==> src/rtl/prbs_frame_ctrl.sv <==
// PRBS frame sequencer: reloads the LFSR, buffers one payload of PRBS bits and
// serialises preamble, payload and gap symbols for the ASK modulator.
module prbs_frame_ctrl #(
  parameter int PAYLOAD_LEN  = 32,
  parameter int PREAMBLE_LEN = 8,
  parameter int GAP_LEN      = 4,
  parameter int BIT_CYCLES   = 16,
  parameter int CNT_W        = 8
) (
  input  logic             clk,
  input  logic             rst_n,
  input  logic             start,
  input  logic             repeat_en,
  input  logic             abort,
  input  logic             lfsr_bit,
  output logic             lfsr_load,
  output logic             busy,
  output logic             done,
  output logic             tx_en,
  output logic             tx_bit,
  output logic             sym_strobe,
  output logic [CNT_W-1:0] frame_cnt
);

  localparam int TMR_W = (BIT_CYCLES > 1) ? $clog2(BIT_CYCLES) : 1;
  localparam int SYM_W = 8;
  localparam logic [TMR_W-1:0] TMR_LAST  = TMR_W'(BIT_CYCLES - 1);
  localparam logic [SYM_W-1:0] FILL_LAST = SYM_W'(PAYLOAD_LEN - 1);
  localparam logic [SYM_W-1:0] PRE_LAST  = SYM_W'((PREAMBLE_LEN > 0) ? PREAMBLE_LEN - 1 : 0);
  localparam logic [SYM_W-1:0] GAP_LAST  = SYM_W'((GAP_LEN > 0) ? GAP_LEN - 1 : 0);

  typedef enum logic [2:0] {IDLE, LOAD, FILL, PREAMBLE, PAYLOAD, GAP} state_t;

  state_t                 state_q, state_d;
  logic [TMR_W-1:0]       tmr_q, tmr_d;
  logic [SYM_W-1:0]       sym_q, sym_d;
  logic [PAYLOAD_LEN-1:0] pay_buf_q, pay_buf_d;
  logic [CNT_W-1:0]       frame_cnt_q, frame_cnt_d;
  logic                   lfsr_load_q, lfsr_load_d;
  logic                   busy_q, busy_d;
  logic                   done_q, done_d;
  logic                   tx_en_q, tx_en_d;
  logic                   tx_bit_q, tx_bit_d;
  logic                   sym_strobe_q, sym_strobe_d;
  logic [SYM_W-1:0]       sym_last;
  logic                   pay_bit;

  always_comb begin
    state_d     = state_q;
    tmr_d       = tmr_q;
    sym_d       = sym_q;
    pay_buf_d   = pay_buf_q;
    frame_cnt_d = frame_cnt_q;
    done_d      = 1'b0;

    case (state_q)
      PREAMBLE: sym_last = PRE_LAST;
      GAP:      sym_last = GAP_LAST;
      default:  sym_last = FILL_LAST;
    endcase

    case (state_q)
      IDLE: if (start && !abort) state_d = LOAD;
      LOAD: state_d = FILL;
      FILL: begin
        // Shift-in capture leaves the first PRBS bit at index 0 after the last capture
        pay_buf_d = pay_buf_q >> 1;
        pay_buf_d[PAYLOAD_LEN-1] = lfsr_bit;
        if (sym_q == FILL_LAST) state_d = (PREAMBLE_LEN > 0) ? PREAMBLE : PAYLOAD;
        else                    sym_d   = sym_q + SYM_W'(1);
      end
      PREAMBLE, PAYLOAD, GAP: begin
        if (tmr_q != TMR_LAST) begin
          tmr_d = tmr_q + TMR_W'(1);
        end else begin
          tmr_d = '0;
          if (sym_q != sym_last) begin
            sym_d = sym_q + SYM_W'(1);
          end else if (state_q == PREAMBLE) begin
            state_d = PAYLOAD;
          end else if (state_q == PAYLOAD && GAP_LEN > 0) begin
            state_d = GAP;
          end else begin
            frame_cnt_d = frame_cnt_q + CNT_W'(1);
            done_d      = 1'b1;
            state_d     = repeat_en ? LOAD : IDLE;
          end
        end
      end
      default: state_d = IDLE;
    endcase

    if (abort && state_q != IDLE) begin
      state_d     = IDLE;
      done_d      = 1'b0;
      frame_cnt_d = frame_cnt_q;
    end

    if (state_d != state_q) begin
      tmr_d = '0;
      sym_d = '0;
    end

    pay_bit = 1'b0;
    for (int i = 0; i < PAYLOAD_LEN; i++) begin
      if (sym_d == SYM_W'(i)) pay_bit = pay_buf_d[i];
    end

    lfsr_load_d  = (state_d == LOAD);
    busy_d       = (state_d != IDLE);
    tx_en_d      = (state_d == PREAMBLE) || (state_d == PAYLOAD);
    sym_strobe_d = ((state_d == PREAMBLE) || (state_d == PAYLOAD) || (state_d == GAP))
                   && (tmr_d == '0);
    case (state_d)
      PREAMBLE: tx_bit_d = ~sym_d[0];
      PAYLOAD:  tx_bit_d = pay_bit;
      default:  tx_bit_d = 1'b0;
    endcase
  end

  always_ff @(posedge clk or negedge rst_n) begin
    if (!rst_n) begin
      state_q      <= IDLE;
      tmr_q        <= '0;
      sym_q        <= '0;
      pay_buf_q    <= '0;
      frame_cnt_q  <= '0;
      lfsr_load_q  <= 1'b0;
      busy_q       <= 1'b0;
      done_q       <= 1'b0;
      tx_en_q      <= 1'b0;
      tx_bit_q     <= 1'b0;
      sym_strobe_q <= 1'b0;
    end else begin
      state_q      <= state_d;
      tmr_q        <= tmr_d;
      sym_q        <= sym_d;
      pay_buf_q    <= pay_buf_d;
      frame_cnt_q  <= frame_cnt_d;
      lfsr_load_q  <= lfsr_load_d;
      busy_q       <= busy_d;
      done_q       <= done_d;
      tx_en_q      <= tx_en_d;
      tx_bit_q     <= tx_bit_d;
      sym_strobe_q <= sym_strobe_d;
    end
  end

  assign lfsr_load  = lfsr_load_q;
  assign busy       = busy_q;
  assign done       = done_q;
  assign tx_en      = tx_en_q;
  assign tx_bit     = tx_bit_q;
  assign sym_strobe = sym_strobe_q;
  assign frame_cnt  = frame_cnt_q;

endmodule

==> config.mk <==
export PLATFORM = sky130hd
export DESIGN_NAME = prbs_frame_ctrl
export DESIGN_NICKNAME = d
export VERILOG_FILES = /design/src/rtl/prbs_frame_ctrl.sv
export SDC_FILE = /design/constraint.sdc
export NUM_CORES = 1
export LEC_CHECK = 0
export CORE_MARGIN = 10
export CORE_UTILIZATION = 54
export CTS_BUF_LIST = sky130_fd_sc_hd__clkbuf_16
export DETAILED_ROUTE_END_ITERATION = 8
export GPL_ROUTABILITY_DRIVEN = 0
export PLACE_DENSITY_LB_ADDON = 0.2
export SYNTH_ARGS = -nofsm -noshare
export SYNTH_HDL_FRONTEND = slang
export SYNTH_SLANG_ARGS = --single-unit
==> constraint.sdc <==
create_clock -name clk -period 3.1 [get_ports clk]
set_clock_uncertainty 0.05 [all_clocks]
set_input_delay 0.31 -clock clk [delete_from_list [all_inputs] [get_ports clk]]
set_output_delay 0.31 -clock clk [all_outputs]
set_load 0.02 [all_outputs]
# Word-level counts from Yosys, hierarchy flattened
# Index checks and enable logic that the tools add are counted.
[classes] n_reduce_logical=13 n_eq_ne=44 bitwise_logic=6 muxes=58 n_addsub=3
[ops] operator="8-bit by 5-bit equality test with 1-bit output, second input constant" count=17
[ops] operator="8-bit by 4-bit equality test with 1-bit output, second input constant" count=8
[ops] operator="1-bit 2-to-1 mux" count=39
[ops] operator="8-bit by 3-bit equality test with 1-bit output, second input constant" count=4
[ops] operator="32-bit 2-to-1 mux" count=1
[ops] operator="8-bit 2-to-1 mux" count=4
[ops] operator="3-bit 2-to-1 mux" count=7
[ops] operator="8-bit by 1-bit adder with 8-bit output, second input constant" count=2
[ops] operator="8-bit by 2-bit equality test with 1-bit output, second input constant" count=2
[ops] operator="8-bit one-hot mux with 2 select lines" count=1
[ops] operator="3-bit equality test, second input constant" count=4
[ops] operator="4-bit 2-to-1 mux" count=3
[ops] operator="3-bit one-hot mux with 4 select lines" count=1
[ops] operator="5-bit one-hot mux with 2 select lines" count=1
[ops] operator="3-bit by 2-bit equality test with 1-bit output, second input constant" count=3
[ops] operator="8-bit by 1-bit equality test with 1-bit output, second input constant" count=1
[ops] operator="8-bit zero test" count=1
[ops] operator="8-bit != test" count=1
[ops] operator="3-bit by 1-bit equality test with 1-bit output, second input constant" count=2
[ops] operator="1-bit inverter" count=6
[ops] operator="6-bit AND reduction" count=1
[ops] operator="3-bit nonzero test" count=2
[ops] operator="4-bit by 1-bit adder with 4-bit output, second input constant" count=1
[ops] operator="4-bit zero test" count=1
[ops] operator="other kinds (8)" count=11
[word_totals] register_bits=61 elab_cells=135 inputBits=6

# Logic depth before layout (Yosys ltp)
[logic_depth] ltp_word=43 depth_mapped=15 mapped_depth_nobuf=14

# Least setup slack after synthesis
# No wires, ideal clock.
[synth_path] kind="reg2reg" startpoint="register sym_q[1]" endpoint="register tx_bit_q (netlist: tx_bit)" path_stages_with_launch=16 t_arrival_ns=2.943 setup_slack_ns=-0.012 n_path_buf=1 path_cell_list="dfrtp_1 > ha_1 > nand4_1 > o21ai_1 > and2_2 > nand3b_1 > nand2_2 > nand2_2 > inv_2 > buf_6 > a32o_1 > o211ai_1 > a31oi_1 > or4_1 > a21oi_1 > nor2_1"
[synth_via] elab_chain_len=41 elab_cells_between_ends=82
[synth_rtl] element="start, declared" line="36" rtl="logic [SYM_W-1:0] sym_q, sym_d;"
[synth_rtl] element="start signal, assigned" line="137" rtl="sym_q <= sym_d;"
[synth_rtl] element="8-bit != test" line="77" rtl="if (sym_q != sym_last) begin"
[synth_rtl] element="3-bit 2-to-1 mux" line="77"
[synth_rtl] element="3-bit 2-to-1 mux" line="73" rtl="if (tmr_q != TMR_LAST) begin"
[synth_rtl] element="3-bit one-hot mux with 4 select lines" line="62" rtl="case (state_q)"
[synth_rtl] element="3-bit 2-to-1 mux" line="93" rtl="if (abort && state_q != IDLE) begin"
[synth_rtl] element="3-bit != test" line="99" rtl="if (state_d != state_q) begin"
[synth_rtl] element="8-bit 2-to-1 mux *" line="99"
[synth_rtl] element="via sym_d[1]" line="36"
[synth_rtl] element="8-bit zero test" line="106" rtl="if (sym_d == SYM_W'(i)) pay_bit = pay_buf_d[i];"
[synth_rtl] element="1-bit 2-to-1 mux (31 in series)" line="106"
[synth_rtl] element="1-bit 2-to-1 mux *" line="106"
[synth_rtl] element="1-bit one-hot mux with 2 select lines *" line="114" rtl="case (state_d)"
[synth_rtl] element="via tx_bit_d" line="43" rtl="logic tx_bit_q, tx_bit_d;"
[synth_rtl] element="end signal, assigned" line="144" rtl="tx_bit_q <= tx_bit_d;"
[synth_rtl] element="end, declared" line="43"
# Mark *: on every way through the listed nets, which the timed path passes. The rest lies on a longest branch.
# A chain may end at the register's enable or synchronous reset.

# Worst setup path after layout
[layout_path] startpoint="register state_q[0]" endpoint="register tx_bit_q (netlist: tx_bit)"
[layout_via] elab_chain_len=43 elab_cells_between_ends=93
[layout_rtl] element="start, declared" line="34" rtl="state_t state_q, state_d;"
[layout_rtl] element="start signal, assigned" line="135" rtl="state_q <= state_d;"
[layout_rtl] element="3-bit equality test (tied with other cells)" line="56, 62"
[layout_rtl] element="5-bit one-hot mux with 2 select lines or 3-bit 2-to-1 mux (tied branches)" line="56, 81"
[layout_rtl] element="8-bit != test or 3-bit 2-to-1 mux (tied branches)" line="77, 79"
[layout_rtl] element="3-bit 2-to-1 mux" line="77"
[layout_rtl] element="3-bit 2-to-1 mux" line="73"
[layout_rtl] element="3-bit one-hot mux with 4 select lines" line="62"
[layout_rtl] element="3-bit 2-to-1 mux" line="93"
[layout_rtl] element="3-bit != test" line="99"
[layout_rtl] element="8-bit 2-to-1 mux *" line="99"
[layout_rtl] element="via sym_d[2]" line="36"
[layout_rtl] element="8-bit zero test" line="106"
[layout_rtl] element="1-bit 2-to-1 mux (31 in series)" line="106"
[layout_rtl] element="1-bit 2-to-1 mux *" line="106"
[layout_rtl] element="1-bit one-hot mux with 2 select lines *" line="114"
[layout_rtl] element="via tx_bit_d" line="43"
# Marks and branches as above.

==> flow_summary.yaml <==
flow_run:
  maxCapViolations: 0
detailed_routing:
  drc: 0
  detail_route.first_pass.iterations: 5
  post_drt_via_cell_ratio: 6.546
  route.vias.total: 3980
  antenna_left: 0
  wl_mm: 12.79
  drtIter0Drc: 613
  detail_route.wl_per_cell_um: 21.03
clock_network:
  cts-buffers-inserted: 9
  cts.htree.levels: 3
  tritoncts_clock_tree: "done"
  cts_buffer_depth: 2
  clkSlewWorstSetupHoldPaths_ns: 0.06
  clk-insertion-delay-late_ns: 0.33
  clock-root-buffer: "clkbuf_16"
  clock_sinks: 61
  postCtsHoldBufs: 0
die:
  die-area_um2: 10440
  die_x_um: 102.2
  die_height_um: 102.2
  std_cell_rows: 29
  initial_core_util_pct: 56.43
  core_area_um2: 6459
  i_o_pin_count: 20
sta:
  slew_violations: 0
  setup-tns-final_ns: -0.4083
  finalCritPeriodShare_pct: 113.2
  clock.fmax_mhz: 285.0
  report.final.setup_viol: 1
  timing_worst_slew_pin_value_ns: 0.8269
  setup_ws_ns: -0.4083
  setup_repair_after_global_routing_missed_its_margin: "true"
  layout_min_cycle_time_ns: 3.508
  timing_hold_violations_final: 0
  timing.slew.headroom_pct: 44.87
finish:
  fin_area_um2: 5047
  ff_latch_area_um2: 1529
  final_cells: 608
  multi_input_area_um2: 2160
  layout-drive-gt1-share_pct: 31.26
  finish.net_count: 536
  post-route-util_pct: 78.15
  fillCellCount: 406
  antenna_cells: 0
  flow.area_growth_from_synthesis_pct: 38.48
grt:
  globalRoute.totalOverflow: 0
  grt_start_max_net_pins: 40
  grt_first_pass_wirelength_mm: 17.54
  antenna_violations_before_repair: 0
  grt_use_total_pct: 21.27
  first_global_vias: 3615
yosys:
  register_bit_total_from_synthesis: 61
  syn-cell-area_um2: 3645
  number_of_enable_type_register_cells_in_the_synthesized_netlist: 0
  ys_seq_area_share_pct: 41.88
  post-synth-top-area-fraction_pct: 41.88
  synth_top_cells_by_area: "dfrtp_1 42%, nand2_1 12%, a21oi_1 2.3%"
  synth_fp_nets: 424
  postSynthCellCount: 415
  post_synth_num_cell_types: 71
  ys_warn_count: 0
  ys.flop_type: "dfrtp_1"
  synth.avg_cell_area_um2: 8.783
  yosys.area.top_type: "dfrtp_1"
  synth_async_sr_flop_share_pct: 100.0
place:
  dp_hpwl_mm: 7.637
  worst_setup_slack_after_placement_ns: -0.07128
  detailed_place.area_um2: 4436
  inst_count_dp: 571
  portBuffers: 19
worst_setup_path:
  worst_ep_arrival_time_ns: 3.71
  worst_ep_required_time_ns: 3.30
  cpMostUsedCell: "buf_4"
  worst_setup_path_end_kind: "flop"
  timing.critical_path.slowest_stage_cell: "nor4_4"
  worst-setup-path-type: "reg -> reg"
  worst-path-max-fanout: 5
  crit_path_cell_trace: "nand3b_1 > buf_4 > a32o_2 > buf_6 > nand4_1 > o21ai_1 > buf_4 > nor4_4 > and2_1 > nand2_1 > o22a_1 > a22oi_1 > a21oi_2 > nor2_1"
  timing.critical_path.buf_inv: 3
  critPathLaunchType: "flop"
  worst_path_dominant_cell_family: "simple AND/OR/NAND/NOR gates"
  cp_slowest_stage_delay_ns: 0.52
power_and_ir_drop:
  powerDensity_nw_per_um2: 458.1
  vdd_drop_max_v: 0.0003114
  p_leak_nw: 2.437
status:
  outcome: "complete, but fails checks"
  violations: "setup timing"
hold_path:
  hold_path.class: "in -> async"
==> flip-flops by register name (all words and copies together) (netlist names) <==
name,cells
pay_buf_q,32
frame_cnt,8
sym_q,8
tmr_q,4
state_q,3
busy,1
done,1
lfsr_load,1
sym_strobe,1
tx_bit,1
tx_en,1
==> worst reg2reg max path: cells and delay by family (launching register included) <==
| family | cells | cell delay (ns) |
|---|---|---|
| simple gates | 6 | 1.42 |
| flops | 1 | 0.49 |
| compound gates | 5 | 0.94 |
| buf+inv | 3 | 0.53 |
==> layer usage <==
metal / global-route usage, % / wire length, um / up-vias
met5: 0 / 0 / -
met4: 9.653 / 763 / 0
met3: 5.398 / 1383 / 88
met2: 32.94 / 5787 / 290
met1: 27.42 / 4855 / 1894
li1: - / - / 1708
==> layout make-up <==
type | count | area share (%)
inverter | 6 | 0.4958
sequential | 61 | 30.29
tap | 77 | 1.909
clock inverter | 6 | 0.8180
multi-input combinational | 329 | 42.79
clock buffer | 9 | 4.462
timing repair buffer | 120 | 19.24
==> cell usage in the layout (no fill, tap or decap), drive strengths merged, types with 4 or more instances in the layout <==
cell           instances
nor3b                  6
buf                  102
and2                  10
dfrtp                 61
inv                    6
nor2                  23
mux2i                  9
o211ai                 4
o31ai                  5
clkdlybuf4s50         18
and3                   4
or3                    4
a31oi                  4
clkinv                 4
nor2b                  5
a211oi                 4
nand3                  8
nand3b                 4
nand2b                 4
o21ai                 13
nor4                   7
nor3                  12
nand2                117
clkbuf                 9
a22oi                  5
a21oi                 17
a32o                   4
xor2                   6
xnor2                  5
nand4                  7
==> Yosys cell counts, types with 4 or more instances <==
cell / n
and2_1: 9
xnor2_1: 5
o31ai_1: 5
a31oi_1: 4
nor3_1: 8
inv_1: 5
or3_1: 4
nand2b_1: 4
clkbuf_1: 7
and3_1: 4
o211ai_1: 4
nor3b_1: 5
o21ai_0: 8
o21ai_1: 4
nand3b_1: 4
nor2_1: 22
nand2_1: 115
a21oi_1: 17
a211oi_1: 4
buf_2: 8
nand4_1: 7
a22oi_1: 5
mux2i_1: 7
xor2_1: 5
nor2b_1: 5
a32o_1: 4
dfrtp_1: 61
nand3_1: 8
==> timing repair <==
action / 4_1_cts / 5_1_grt
endpoints found under the setup margin: 1 / 1
resized for setup: 8 / 36
hold endpoints to repair: 0 / 0
setup buffers: 5 / 17
pin swaps: 4 / 16
==> path summary, 6_finish.rpt <==
kind                              start      endpoint  slack, ns  depth (start not counted)
max in group asynchronous         rst_n    state_q[1]       2.25                          2
min reg2reg                frame_cnt[7]  frame_cnt[7]       0.42                          1
max                          state_q[0]        tx_bit      -0.41                         14
min in group clk           frame_cnt[7]  frame_cnt[7]       0.42                          1
max reg2reg                  state_q[0]        tx_bit      -0.41                         14
min                               rst_n  frame_cnt[7]       0.03                          1
==> report_power, final <==
part / switching [mW] / total (mW) / internal [mW] / leakage [nW]
logic: 0.307 / 0.519 / 0.212 / 1.48
registers: 0.0391 / 0.900 / 0.861 / 0.836
clock network: 0.360 / 0.893 / 0.533 / 0.125
total: 0.706 / 2.31 / 1.61 / 2.44
==> stage by stage <==
step	power [mW]	hold slack, ns
floorplan	1.154	-0.03559
global placement	1.322	0.3958
detailed placement	1.329	0.4075
CTS	2.231	0.06001
global route	2.392	0.09264
finish	2.312	0.02694
==> kinds of logic (layout without fill, tap and decap cells) <==
group | count (synthesis) | in the layout | synth area share, %
mux | 12 | 12 | 3.605
xor+xnor | 11 | 11 | 2.849
flops | 61 | 61 | 41.88
buf+inv | 25 | 141 | 3.159
compound gates | 85 | 85 | 17.23
simple gates | 218 | 218 | 30.24
fa+ha+maj | 3 | 3 | 1.030
(Power assumes the default switching activity.)
